## src/rtl/agc_pkg.sv

```systemverilog
// Shared AGC definitions: word geometry, ALU operation codes and datapath mux encodings.
// The control FSM imports this package too, so the encodings stay identical on both sides.
package agc_pkg;

    localparam int AGC_WIDTH    = 15;
    localparam int AGC_ADDR_W   = 12;
    localparam int AGC_RESET_PC = 'h800;

    typedef enum logic [2:0] {
        ALU_AD   = 3'd0,
        ALU_SU   = 3'd1,
        ALU_MASK = 3'd2,
        ALU_MP0  = 3'd3,
        ALU_MP1  = 3'd4,
        ALU_DV0  = 3'd5,
        ALU_DV1  = 3'd6
    } alu_op_e;

    typedef enum logic { MADDR_Z  = 1'b0, MADDR_B = 1'b1 } maddr_sel_e;
    typedef enum logic { MDATA_A  = 1'b0, MDATA_L = 1'b1 } mdata_sel_e;
    typedef enum logic { LP_RDATA = 1'b0, LP_ALU  = 1'b1 } lp_sel_e;
    typedef enum logic { G_RDATA  = 1'b0, G_A     = 1'b1 } g_sel_e;
    typedef enum logic { B_RDATA  = 1'b0, B_ALU   = 1'b1 } b_sel_e;

    typedef enum logic [1:0] { Q_RDATA = 2'd0, Q_A = 2'd1, Q_Z = 2'd2, Q_ALU = 2'd3 } q_sel_e;
    typedef enum logic [1:0] { A_RDATA = 2'd0, A_ALU = 2'd1, A_NOT_G = 2'd2, A_G = 2'd3 } a_sel_e;
    typedef enum logic [1:0] { X_A = 2'd0, X_Z = 2'd1, X_B = 2'd2, X_DABS = 2'd3 } x_sel_e;
    typedef enum logic [1:0] { Z_RDATA = 2'd0, Z_ALU = 2'd1, Z_B = 2'd2, Z_Q = 2'd3 } z_sel_e;

    typedef enum logic [2:0] {
        Y_ZERO = 3'd0,
        Y_B    = 3'd1,
        Y_ONE  = 3'd2,
        Y_CCS  = 3'd3,
        Y_Q    = 3'd4
    } y_sel_e;

endpackage

```

## src/rtl/agc_alu.sv

```systemverilog
// Combinational ones-complement ALU: add/subtract with end-around carry, mask,
// sign-magnitude multiply halves and divide quotient/remainder.
module agc_alu
    import agc_pkg::*;
#(
    parameter int WIDTH = AGC_WIDTH
)(
    input  logic [WIDTH-1:0] x,
    input  logic [WIDTH-1:0] y,
    input  logic [2:0]       alu_op,
    output logic [WIDTH-1:0] result
);

    localparam int MW = WIDTH - 1;
    localparam int PW = 2 * MW;

    logic [WIDTH:0]   w_sum;
    logic [WIDTH:0]   w_diff;
    logic [MW-1:0]    w_mx;
    logic [MW-1:0]    w_my;
    logic [PW-1:0]    w_prod;
    logic [MW-1:0]    w_quo;
    logic [MW-1:0]    w_rem;
    logic             w_sx;
    logic             w_sy;
    logic             w_s;

    assign w_sx = x[MW];
    assign w_sy = y[MW];
    assign w_s  = w_sx ^ w_sy;

    assign w_mx = w_sx ? ~x[MW-1:0] : x[MW-1:0];
    assign w_my = w_sy ? ~y[MW-1:0] : y[MW-1:0];

    assign w_sum  = {1'b0, x} + {1'b0, y};
    assign w_diff = {1'b0, x} + {1'b0, ~y};

    assign w_prod = PW'(w_mx) * PW'(w_my);

    // A quotient of two MW-bit magnitudes always fits in MW bits, so saturation
    // to max magnitude only happens for a zero divisor (either +0 or -0).
    assign w_quo = (w_my == '0) ? '1 : (w_mx / w_my);
    assign w_rem = (w_my == '0) ? '0 : (w_mx % w_my);

    always_comb begin
        result = '0;
        case (alu_op)
            ALU_AD:   result = w_sum[WIDTH-1:0] + WIDTH'(w_sum[WIDTH]);
            ALU_SU:   result = w_diff[WIDTH-1:0] + WIDTH'(w_diff[WIDTH]);
            ALU_MASK: result = x & y;
            ALU_MP0:  result = {w_s, w_prod[MW-1:0] ^ {MW{w_s}}};
            ALU_MP1:  result = {w_s, w_prod[PW-1:MW] ^ {MW{w_s}}};
            ALU_DV0:  result = (w_my == '0) ? x : {w_sx, w_rem ^ {MW{w_sx}}};
            ALU_DV1:  result = {w_s, w_quo ^ {MW{w_s}}};
            default:  result = '0;
        endcase
    end

endmodule

```

## src/rtl/agc_datapath.sv

```systemverilog
// AGC register bank and source muxes driven by per-clock pulses from the control FSM;
// also drives the word memory interface and returns instruction-decode fields.
module agc_datapath
    import agc_pkg::*;
#(
    parameter int          WIDTH    = AGC_WIDTH,
    parameter int          ADDR_W   = AGC_ADDR_W,
    parameter int unsigned RESET_PC = AGC_RESET_PC
)(
    input  logic              clk,
    input  logic              rst_n,
    input  logic              mem_wr,
    input  logic              lp_wr,
    input  logic              g_wr,
    input  logic              q_wr,
    input  logic              b_wr,
    input  logic              a_wr,
    input  logic              y_wr,
    input  logic              x_wr,
    input  logic              z_wr,
    input  logic              maddr_mux,
    input  logic              mdata_mux,
    input  logic              lp_mux,
    input  logic              g_mux,
    input  logic              b_mux,
    input  logic [1:0]        q_mux,
    input  logic [1:0]        a_mux,
    input  logic [1:0]        x_mux,
    input  logic [1:0]        z_mux,
    input  logic [2:0]        alu_op,
    input  logic [2:0]        y_mux,
    input  logic              ext_flag,
    input  logic [WIDTH-1:0]  mem_rdata,
    output logic [ADDR_W-1:0] mem_addr,
    output logic [WIDTH-1:0]  mem_wdata,
    output logic              mem_we,
    output logic [2:0]        opcode,
    output logic [1:0]        qc,
    output logic              extracode
);

    localparam int MW = WIDTH - 1;

    logic [WIDTH-1:0]  r_a, r_b, r_g, r_l, r_q, r_x, r_y;
    logic [ADDR_W-1:0] r_z;

    logic [WIDTH-1:0]  w_alu;
    logic [WIDTH-1:0]  w_z_ext;
    logic [MW-1:0]     w_g_mag;
    logic [WIDTH-1:0]  w_dabs;
    logic [WIDTH-1:0]  w_ccs;
    logic [WIDTH-1:0]  w_a_d, w_b_d, w_g_d, w_l_d, w_q_d, w_x_d, w_y_d;
    logic [ADDR_W-1:0] w_z_d;

    agc_alu #(
        .WIDTH (WIDTH)
    ) u_alu (
        .x      (r_x),
        .y      (r_y),
        .alu_op (alu_op),
        .result (w_alu)
    );

    assign w_z_ext = WIDTH'(r_z);
    assign w_g_mag = r_g[MW] ? ~r_g[MW-1:0] : r_g[MW-1:0];
    assign w_dabs  = (w_g_mag != '0) ? {1'b0, w_g_mag - MW'(1)} : '0;

    // CCS branch offset: +nonzero 0, +0 1, -nonzero 2, -0 3.
    always_comb begin
        w_ccs = '0;
        if (r_a == '0) begin
            w_ccs = WIDTH'(1);
        end else if (r_a == '1) begin
            w_ccs = WIDTH'(3);
        end else if (r_a[MW]) begin
            w_ccs = WIDTH'(2);
        end
    end

    always_comb begin
        w_b_d = (b_mux  == B_ALU)  ? w_alu : mem_rdata;
        w_g_d = (g_mux  == G_A)    ? r_a   : mem_rdata;
        w_l_d = (lp_mux == LP_ALU) ? w_alu : mem_rdata;

        case (q_mux)
            Q_RDATA: w_q_d = mem_rdata;
            Q_A:     w_q_d = r_a;
            Q_Z:     w_q_d = w_z_ext;
            default: w_q_d = w_alu;
        endcase

        case (a_mux)
            A_RDATA: w_a_d = mem_rdata;
            A_ALU:   w_a_d = w_alu;
            A_NOT_G: w_a_d = ~r_g;
            default: w_a_d = r_g;
        endcase

        case (x_mux)
            X_A:     w_x_d = r_a;
            X_Z:     w_x_d = w_z_ext;
            X_B:     w_x_d = r_b;
            default: w_x_d = w_dabs;
        endcase

        case (y_mux)
            Y_B:     w_y_d = r_b;
            Y_ONE:   w_y_d = WIDTH'(1);
            Y_CCS:   w_y_d = w_ccs;
            Y_Q:     w_y_d = r_q;
            default: w_y_d = '0;
        endcase

        case (z_mux)
            Z_RDATA: w_z_d = mem_rdata[ADDR_W-1:0];
            Z_ALU:   w_z_d = w_alu[ADDR_W-1:0];
            Z_B:     w_z_d = r_b[ADDR_W-1:0];
            default: w_z_d = r_q[ADDR_W-1:0];
        endcase
    end

    always_ff @(posedge clk or negedge rst_n) begin
        if (!rst_n) begin
            r_a <= '0;
            r_b <= '0;
            r_g <= '0;
            r_l <= '0;
            r_q <= '0;
            r_x <= '0;
            r_y <= '0;
            r_z <= ADDR_W'(RESET_PC);
        end else begin
            if (a_wr)  r_a <= w_a_d;
            if (b_wr)  r_b <= w_b_d;
            if (g_wr)  r_g <= w_g_d;
            if (lp_wr) r_l <= w_l_d;
            if (q_wr)  r_q <= w_q_d;
            if (x_wr)  r_x <= w_x_d;
            if (y_wr)  r_y <= w_y_d;
            if (z_wr)  r_z <= w_z_d;
        end
    end

    // The write strobe is gated by reset so memory is never written while held in reset.
    assign mem_we    = mem_wr & rst_n;
    assign mem_addr  = (maddr_mux == MADDR_B) ? r_b[ADDR_W-1:0] : r_z;
    assign mem_wdata = (mdata_mux == MDATA_L) ? r_l : r_a;
    assign opcode    = mem_rdata[WIDTH-1 -: 3];
    assign qc        = mem_rdata[WIDTH-4 -: 2];
    assign extracode = ext_flag;

endmodule

```

## config.mk

```make
export PLATFORM = sky130hd
export DESIGN_NAME = agc_datapath
export DESIGN_NICKNAME = d
export VERILOG_FILES = /design/src/rtl/agc_pkg.sv /design/src/rtl/agc_alu.sv /design/src/rtl/agc_datapath.sv
export SDC_FILE = /design/constraint.sdc
export NUM_CORES = 1
export LEC_CHECK = 0
export ABC_AREA = 1
export CAP_MARGIN = 20
export CORE_UTILIZATION = 42
export DETAILED_ROUTE_END_ITERATION = 8
export PLACE_DENSITY = 0.63
export RECOVER_POWER = 25
export SYNTH_ARGS = -nofsm -noshare
export SYNTH_HDL_FRONTEND = slang
export SYNTH_HIERARCHICAL = 1
export SYNTH_SLANG_ARGS = --single-unit
```

## constraint.sdc

```tcl
create_clock -name clk -period 38.8 [get_ports clk]
set_clock_uncertainty 0.05 [all_clocks]
set_input_delay 9.7 -clock clk [delete_from_list [all_inputs] [get_ports clk]]
set_output_delay 9.7 -clock clk [all_outputs]
set_load 0.005 [all_outputs]
```

* Word level (Yosys, flattened, before mapping)
Cells that the tools add are included.
Word-level totals: register bits 117, output and inout bits 34
Operators by class: $add $sub $neg 5, $mul 1, divide/modulo/power cells 2, equal/unequal tests 19, multiplexer cells 21, bitwise logic cells 12, reductions and logical operators 8
Operators by type and width (number):
- case mux 15 bit (3 select lines) | 3
- case mux 15 bit (7 select lines) | 1
- two-way mux 14 bit | 7
- two-way mux 15 bit | 6
- case mux 15 bit (4 select lines) | 1
- XOR 14 bit | 4
- inverter 14 bit | 3
- case mux 12 bit (3 select lines) | 1
- adder 15 x 15 -> 16 bit | 2
- adder 15 x 1 -> 15 bit | 2
- inverter 15 bit | 2
- multiplier 14 x 14 -> 28 bit | 1
- bitwise AND 15 bit | 1
- == test 15 bit (second input constant) | 1
- zero test 15 bit | 1
- divider 14 x 14 -> 14 bit | 1
- zero test 14 bit | 1
- modulo 14 x 14 -> 14 bit | 1
- nonzero test 14 bit | 1
- subtractor 14 x 1 -> 14 bit (second input constant) | 1
- == test 3 x 2 -> 1 bit (second input constant) | 4
- == test 3 bit (second input constant) | 4
- two-way mux 12 bit | 1
- == test 2 x 1 -> 1 bit (second input constant) | 4
- 7 further kinds | 14

* Depth between registers and ports, before layout
Gate-level depths: netlist of run 1.
word-level depth 8, depth in mapped cells 206, mapped depth without buffers 201

* Cells and area by module
The synthesis of run 1 kept the hierarchy.
Modules (own cells, without submodules):
- agc_alu | instances 1, cells an instance 2390, area each 15433.6 sq um, seq. area each 0.0 sq um
- agc_datapath | instances 1, cells an instance 994, area each 7136.8 sq um, seq. area each 2929.1 sq um

* Worst setup path after synthesis of run 1
OpenSTA, ideal clock, no wires.
path kind register to register, from register r_y[14], to register r_a[13], setup time 0.082 ns, data arrival time 22.369 ns, path slack 16.299 ns, cell stages (with the launch flop) 200, buffers on the path 9, period minus slack after synthesis 22.501 ns, cell sequence dfrtp_1 -> buf_6 -> buf_6 -> xnor2_2 -> inv_1 -> ha_1 -> nand2_1 -> nand3_1 -> nor2_1 -> nand4_1 -> nand2_1 -> nand2_1 -> ha_1 -> inv_1 -> o21bai_1 -> nand4_1 -> nand2_1 -> inv_1 -> [164 not listed] -> nand2_1 -> inv_1 -> nor2_1 -> o21bai_1 -> a21oi_1 -> nor2_1 -> nor2_1 -> xnor2_1 -> or2_2 -> nand3_1 -> nand2_1 -> nand2_1 -> nand2_1 -> nand2_1 -> o21ai_0 -> o21ai_0 -> o21ai_0 -> a31oi_1
Between the ends: word-level cells in the longest chain between the ends 7, elaborated cells between the ends (all ways) 20, classes of those cells add/sub: 4; mul: 1; div: 2; mux: 6; bitwise: 6; reduce/logical: 1
Ends and longest elaborated chain:
- start, declared | line agc_datapath.sv:44 | logic [WIDTH-1:0] r_a, r_b, r_g, r_l, r_q, r_x, r_y;
- start signal, assigned | line agc_datapath.sv:139 | if (y_wr) r_y <= w_y_d;
- two-way mux 14 bit | line agc_alu.sv:33 | assign w_my = w_sy ? ~y[MW-1:0] : y[MW-1:0];
- modulo 14 x 14 -> 14 bit or zero test 14 bit (tied branches) | line agc_alu.sv:43, agc_alu.sv:42, agc_alu.sv:53
- two-way mux 14 bit | line agc_alu.sv:43 | assign w_rem = (w_my == '0) ? '0 : (w_mx % w_my);
- XOR 14 bit | line agc_alu.sv:53 | ALU_DV0: result = (w_my == '0) ? x : {w_sx, w_rem ^ {MW{w_sx}}};
- two-way mux 14 bit | line agc_alu.sv:53
- case mux 15 bit (7 select lines) * | line agc_alu.sv:47 | case (alu_op)
- named net w_alu[13] | line agc_datapath.sv:47 | logic [WIDTH-1:0] w_alu;
- case mux 15 bit (3 select lines) * | line agc_datapath.sv:92 | case (a_mux)
- end signal, assigned | line agc_datapath.sv:133 | if (a_wr) r_a <= w_a_d;
- end, declared | line agc_datapath.sv:44
Mark *: on every way through the listed nets, which the timed path passes. The rest lies on a longest branch. A chain may end at the register's enable or synchronous reset.

* Worst setup path after layout of run 1
from register r_y[14], to register r_a[2]
The elaborated chain is that of the path after synthesis.

==> results of run 1 <==
[layout make-up]
cell class | count | area (um2)
repair buffers | 106 | 995
clock buffers | 17 | 425
well taps | 688 | 861
multi-input cells | 2600 | 17000
fillers | 5418 | 28400
flip-flops and latches | 117 | 2930
inverters | 556 | 2100
clock inverters | 15 | 194
[worst reg2reg max path, delay by kind of cell, from the launching register on]
| family | cells | cell delay, ps |
|---|---|---|
| adder cells (fa/ha/maj) | 13 | 4010 |
| AO/OA/AOI/OAI | 36 | 6660 |
| buffers and inverters | 27 | 3940 |
| AND/OR/NAND/NOR | 107 | 12360 |
| flip-flops | 1 | 510 |
[metal layers]
metal  vias to the layer above  track usage, %  share of wire, %
met5                         -               0             0.043
met4                         6            12.3               4.5
met3                       184            3.44               7.5
met2                       920            47.6                45
met1                     10500            39.9                43
li1                      10900               -                 -
[registers in the layout, indices dropped and copies added (netlist names)]
register	cells
r_l	15
r_g	15
r_q	15
r_a	15
r_y	15
r_z	12
r_x	15
r_b	15
[kinds of logic (layout without fill, tap and decap cells)]
family | Yosys count | in the layout | synth area share, %
compound gates | 640 | 640 | 16.8
xor+xnor | 105 | 105 | 4.11
fa+ha+maj | 381 | 381 | 25.9
buf+inv | 667 | 694 | 11.8
flops | 117 | 117 | 13.0
simple gates | 1474 | 1474 | 28.4
[cells in the mapped netlist, drive strengths merged, types with 7 or more instances]
| cell type | count |
|---|---|
| fa | 144 |
| and2 | 10 |
| o221ai | 32 |
| ha | 237 |
| clkbuf | 72 |
| a211oi | 18 |
| inv | 548 |
| o22ai | 35 |
| nor3 | 24 |
| o211ai | 35 |
| a21o | 8 |
| a21boi | 8 |
| nor2 | 297 |
| nand3b | 7 |
| o21bai | 20 |
| o21ai | 274 |
| clkinv | 8 |
| xor2 | 81 |
| dfrtp | 116 |
| nand2 | 880 |
| nand3 | 174 |
| or2 | 53 |
| a21oi | 178 |
| xnor2 | 24 |
| nand4 | 21 |
| buf | 39 |
[worst max path at each step]
stage	startpoint	end	slack, ps	cells after the start
2_1_floorplan	r_y[14]	r_a[13]	16300	199
3_3_place_gp	r_y[14]	r_a[2]	12200	183
3_5_place_dp	r_y[14]	r_a[2]	11510	183
4_1_cts	r_y[14]	r_a[2]	11380	183
5_1_grt	r_y[14]	r_a[2]	8020	183
6_report	r_y[14]	r_a[2]	11120	183
[through the flow]
step           util (%)  instances
4_1_cts            46.3       4098
3_3_place_gp       45.1       4066
3_5_place_dp       45.1       4066
6_report           46.3       4099
2_1_floorplan         -       3384
5_1_grt            46.3       4099
==> results.toml, run 1 <==
[outcome]
status = "complete, but fails checks"
failed_checks = "capacitance limit, slew limit"

[global_route]
grtUsageTotal_pct = 29.5
grt_pass1_vias = 21500
grt_max_degree = 68
grt_pass1_wl_mm = 124
grt_remaining_overflow = 0
antenna_found_initial = 3

[job]
maxCapViolCount = 2

[yosys]
synth_fp_nets = 3811
synth_cell_types = 65
synth.avg_cell_area_um2 = 6.67
synth_seq_area_share_pct = 13.0
synthFlopType = "dfrtp_1"
yosys.area.top_type = "nand2_1"
yosysTopAreaCellShare_pct = 13.6
ys_ff_latch = 117
synthArstFlopShare_pct = 100
ys_top_cells_by_area = "nand2_1, ha_1, dfrtp_1"
synth_cells = 3384
synth_edf_count = 0
syn_area_um2 = 22600
synth_warnings = 6

[worst_hold_path]
hold_depth = 2
hold_path_class = "reg2reg"
holdCritStartpoint = "r_q[14]"
whs_endpoint = "r_q[14]"

[cts]
ctsHoldBuffers = 0
root_buffer = "clkbuf_16"
htree_levels = 4
cts.repair.resized = 0
cts_setup_buffers = 0
clock-sinks = 117
path_clk_slew_ps = 60
cts_tree = "built"
clock_latency_ps = 430
cts_buffer_depth = 2
cts_buffers = 17

[critical_path]
r2r_cells = 183
crit_arrival_ps = 27910
r2r-start = "r_y[14]"
cp_top_family = "simple AND/OR/NAND/NOR gates"
ff2ff_setup_slack_ps = 11120
cp_slowest_cell = "o21ai_2"
cpPeakStageDelay_ps = 740
worst_setup_path_end_kind = "register"
required_ps = 39030
path_buf_inv = 27
cp_max_fo = 24
cp-start-kind = "register"
r2r_end = "r_a[2]"
worstSetupPathType = "reg2reg"
cp_common_cell = "nand2_1"

[floorplan]
initial_utilization_pct = 42.7
die_h_um = 234
die_area_um2 = 54700
io_pins = 80
rows = 84
die_w_um = 234
core_um2 = 52900

[sta]
fmax_ghz = 0.0361
holdWs_ps = 442
worstMarginPinSlew_ps = 3770
fin_setup_tns_ps = 0
finalHoldViolations = 0
setup_ws_ps = 11120
post-route-min-period_ps = 27680
relSlewSlack_pct = -151
slew_violations = 120
rsz0062_at_grt = "false"
period_share_pct = 71.4
setup_viol = 0

[place]
place_ws_ps = 11510
place_congestion = 1.05
post-dp-hpwl_mm = 62.1
portBuffers = 77
place_area_um2 = 23900

[cells_and_area]
final_area_um2 = 24500
layout_common_cells = "nand2_1, inv_1, nor2_1, o21ai_0, ha_1"
diodes = 0
final_common_cell = "nand2_1"
drive_above_1_share_pct = 7.15
nets = 3825
syn2layout_area_growth_pct = 8.50

[detailed_routing]
vias = 22500
viasPerCell = 5.49
wirelength_mm = 79.3
drt_iter0_markers = 2004
antenna_left = 0
drc = 0
firstDrtPassIters = 8
wl_per_cell_um = 19.4
Power of run 1 is not shown: default switching activity piles up to over one toggle a cycle in this logic, so the estimate is an artifact.
==> run 2, diff against run 1 <==
--- a/config.mk
+++ b/config.mk
@@ -9,7 +9,7 @@
 export CAP_MARGIN = 20
 export CORE_UTILIZATION = 42
 export DETAILED_ROUTE_END_ITERATION = 8
-export PLACE_DENSITY = 0.63
+export PLACE_DENSITY = 0.66
 export RECOVER_POWER = 25
 export SYNTH_ARGS = -nofsm -noshare
 export SYNTH_HDL_FRONTEND = slang
==> constraint.sdc (replaced) <==
create_clock -name clk -period 24.4 [get_ports clk]
set_clock_uncertainty 0.05 [all_clocks]
set_input_delay 6.1 -clock clk [delete_from_list [all_inputs] [get_ports clk]]
set_output_delay 6.1 -clock clk [all_outputs]
set_load 0.005 [all_outputs]
==> run 2 against run 1 <==
The flow still finishes with violations (capacitance limit, slew limit). Register-to-register slack got worse by 9300 ps. Non-clock buffer count grew 68. Fmax increased by 23%. Die area unchanged. Sequential share of layout area is 0.46 points lower. Via count is 2.7% higher. Routed wire length grew 0.46%. Worst setup slack worse by 9300 ps. First-iteration DRC count fell by 0.30%. Final area grew 4.0%. Final cell count up 1.7%. Count of clock-buffer cells in the layout increased by 7. Critical endpoint unchanged.
==> results.toml, run 2 (synthesized netlist as in run 1, its figures left out) <==
[outcome]
status = "complete, but fails checks"
failed_checks = "capacitance limit, slew limit"

[sta]
worstMarginPinSlew_ps = 3700
fin_setup_tns_ps = 0
fmax_ghz = 0.0444
finalHoldViolations = 0
post-route-min-period_ps = 22550
holdWs_ps = 440
period_share_pct = 92.4
relSlewSlack_pct = -147
slew_violations = 121
setup_viol = 0

[critical_path]
endpoint = "r_a[2]"
worst_setup_path_end_kind = "register"
r2r_end = "r_a[2]"
ff2ff_setup_slack_ps = 1850
required_ps = 24600
crit_arrival_ps = 22750
cp_common_cell = "nand2_1"
cpPeakStageDelay_ps = 440
worstSetupPathType = "reg2reg"
critPathLaunch = "r_y[0]"
r2r-start = "r_y[0]"
cp_slowest_cell = "dfrtp_2"
r2r_cells = 188
cp-start-kind = "register"
cp_max_fo = 10

[detailed_routing]
drc = 0
viasPerCell = 5.54
wirelength_mm = 79.7
vias = 23100
firstDrtPassIters = 8
wl_per_cell_um = 19.1
antenna_left = 0
drt_iter0_markers = 1998

[global_route]
grtUsageTotal_pct = 29.2
grt_remaining_overflow = 0
grt_pass1_wl_mm = 124
antenna_found_initial = 1
grt_max_degree = 67
grt_pass1_vias = 22000

[worst_hold_path]
hold_path_class = "reg2reg"

[cells_and_area]
nFillCells = 5368
instances_no_fill = 4169
layout_common_cells = "nand2_1, inv_1, nor2_1, o21ai_0, ha_1"
syn2layout_area_growth_pct = 12.9
diodes = 0
final_common_cell = "nand2_1"
drive_above_1_share_pct = 10.7
utilization_pct = 48.2
nets = 3895

[cts]
ctsHoldBuffers = 0
cts_buffer_depth = 2
clock-sinks = 117
cts_buffers = 17
htree_levels = 4
root_buffer = "clkbuf_16"
clock_latency_ps = 420
path_clk_slew_ps = 60
cts_tree = "built"

[floorplan]
die_h_um = 234
initial_utilization_pct = 42.7
io_pins = 80
die_w_um = 234
die_area_um2 = 54700
core_um2 = 52900
rows = 84

[place]
place_congestion = 1.02
portBuffers = 77
dp.cells = 4099
post-dp-hpwl_mm = 61.8

[job]
maxCapViolCount = 2
-- run 2: changes by cell type in the layout (fill, tap and decap cells not counted), sizes merged --
cell	change
buf	+68
inv	-10
clkbuf	+7
clkinv	+3
clkinvlp	+2
bufinv	-1
nand2	+1
-- run 2: worst min-delay path by stage --
stage / from / to / slack [ps] / depth (start not counted)
after global placement: r_q[12] / r_q[12] / 420 / 2
after detailed placement: r_q[12] / r_q[12] / 420 / 2
after CTS: r_q[12] / r_q[12] / 440 / 2
final: r_q[12] / r_q[12] / 440 / 2
after global routing: r_q[12] / r_q[12] / 450 / 2
after floorplan: r_q[12] / r_q[12] / 400 / 2
-- run 2: worst max-delay path: cells and delay by family (launching register included) --
kind	cells	cell delay, ps
AOI/OAI and AO/OA	34	4480
xor gates and xnor gates	1	260
adders and majority gates	14	4130
buffers and inverters	25	2240
DFF	1	440
and+or+nand+nor	114	10820
-- run 2: area by class of cell --
cell class | instances | area (um2) | area share [%]
Clock buffer | 24 | 502 | 1.97
Clock inverter | 8 | 96.3 | 0.378
Inverter | 556 | 2130 | 8.36
Multi-Input combinational cell | 2601 | 17300 | 68.1
Sequential cell | 117 | 2930 | 11.5
Tap cell | 688 | 861 | 3.38
Timing Repair Buffer | 174 | 1610 | 6.32
Timing Repair inverter | 1 | 7.51 | 0.0295
-- run 2: routing by layer --
metal	vias to the layer above	GRT usage (%)	share of wire [%]
met2	1119	46.2	44
met5	-	0	0.020
li1	11100	-	-
met3	248	4.05	8.4
met4	2	14.8	5.7
met1	10700	38.9	42
-- run 2: metrics by stage --
step,worst slack (ps),cell area (um2)
after floorplan,1900,22600
after CTS,22.4,24700
after detailed placement,-358,24100
after global placement,219,24100
after global routing,-221,25500
final,1850,25500
-- run 2: what timing repair did --
action                                  in CTS  in global routing
pin swaps                                    0                 25
cloned                                       0                  3
buffers inserted                             2                 30
endpoints found under the hold margin        0                  0
endpoints found under the setup margin      53                 68
resized for setup                            3                 96
Power of run 2 is left out for the same reason.
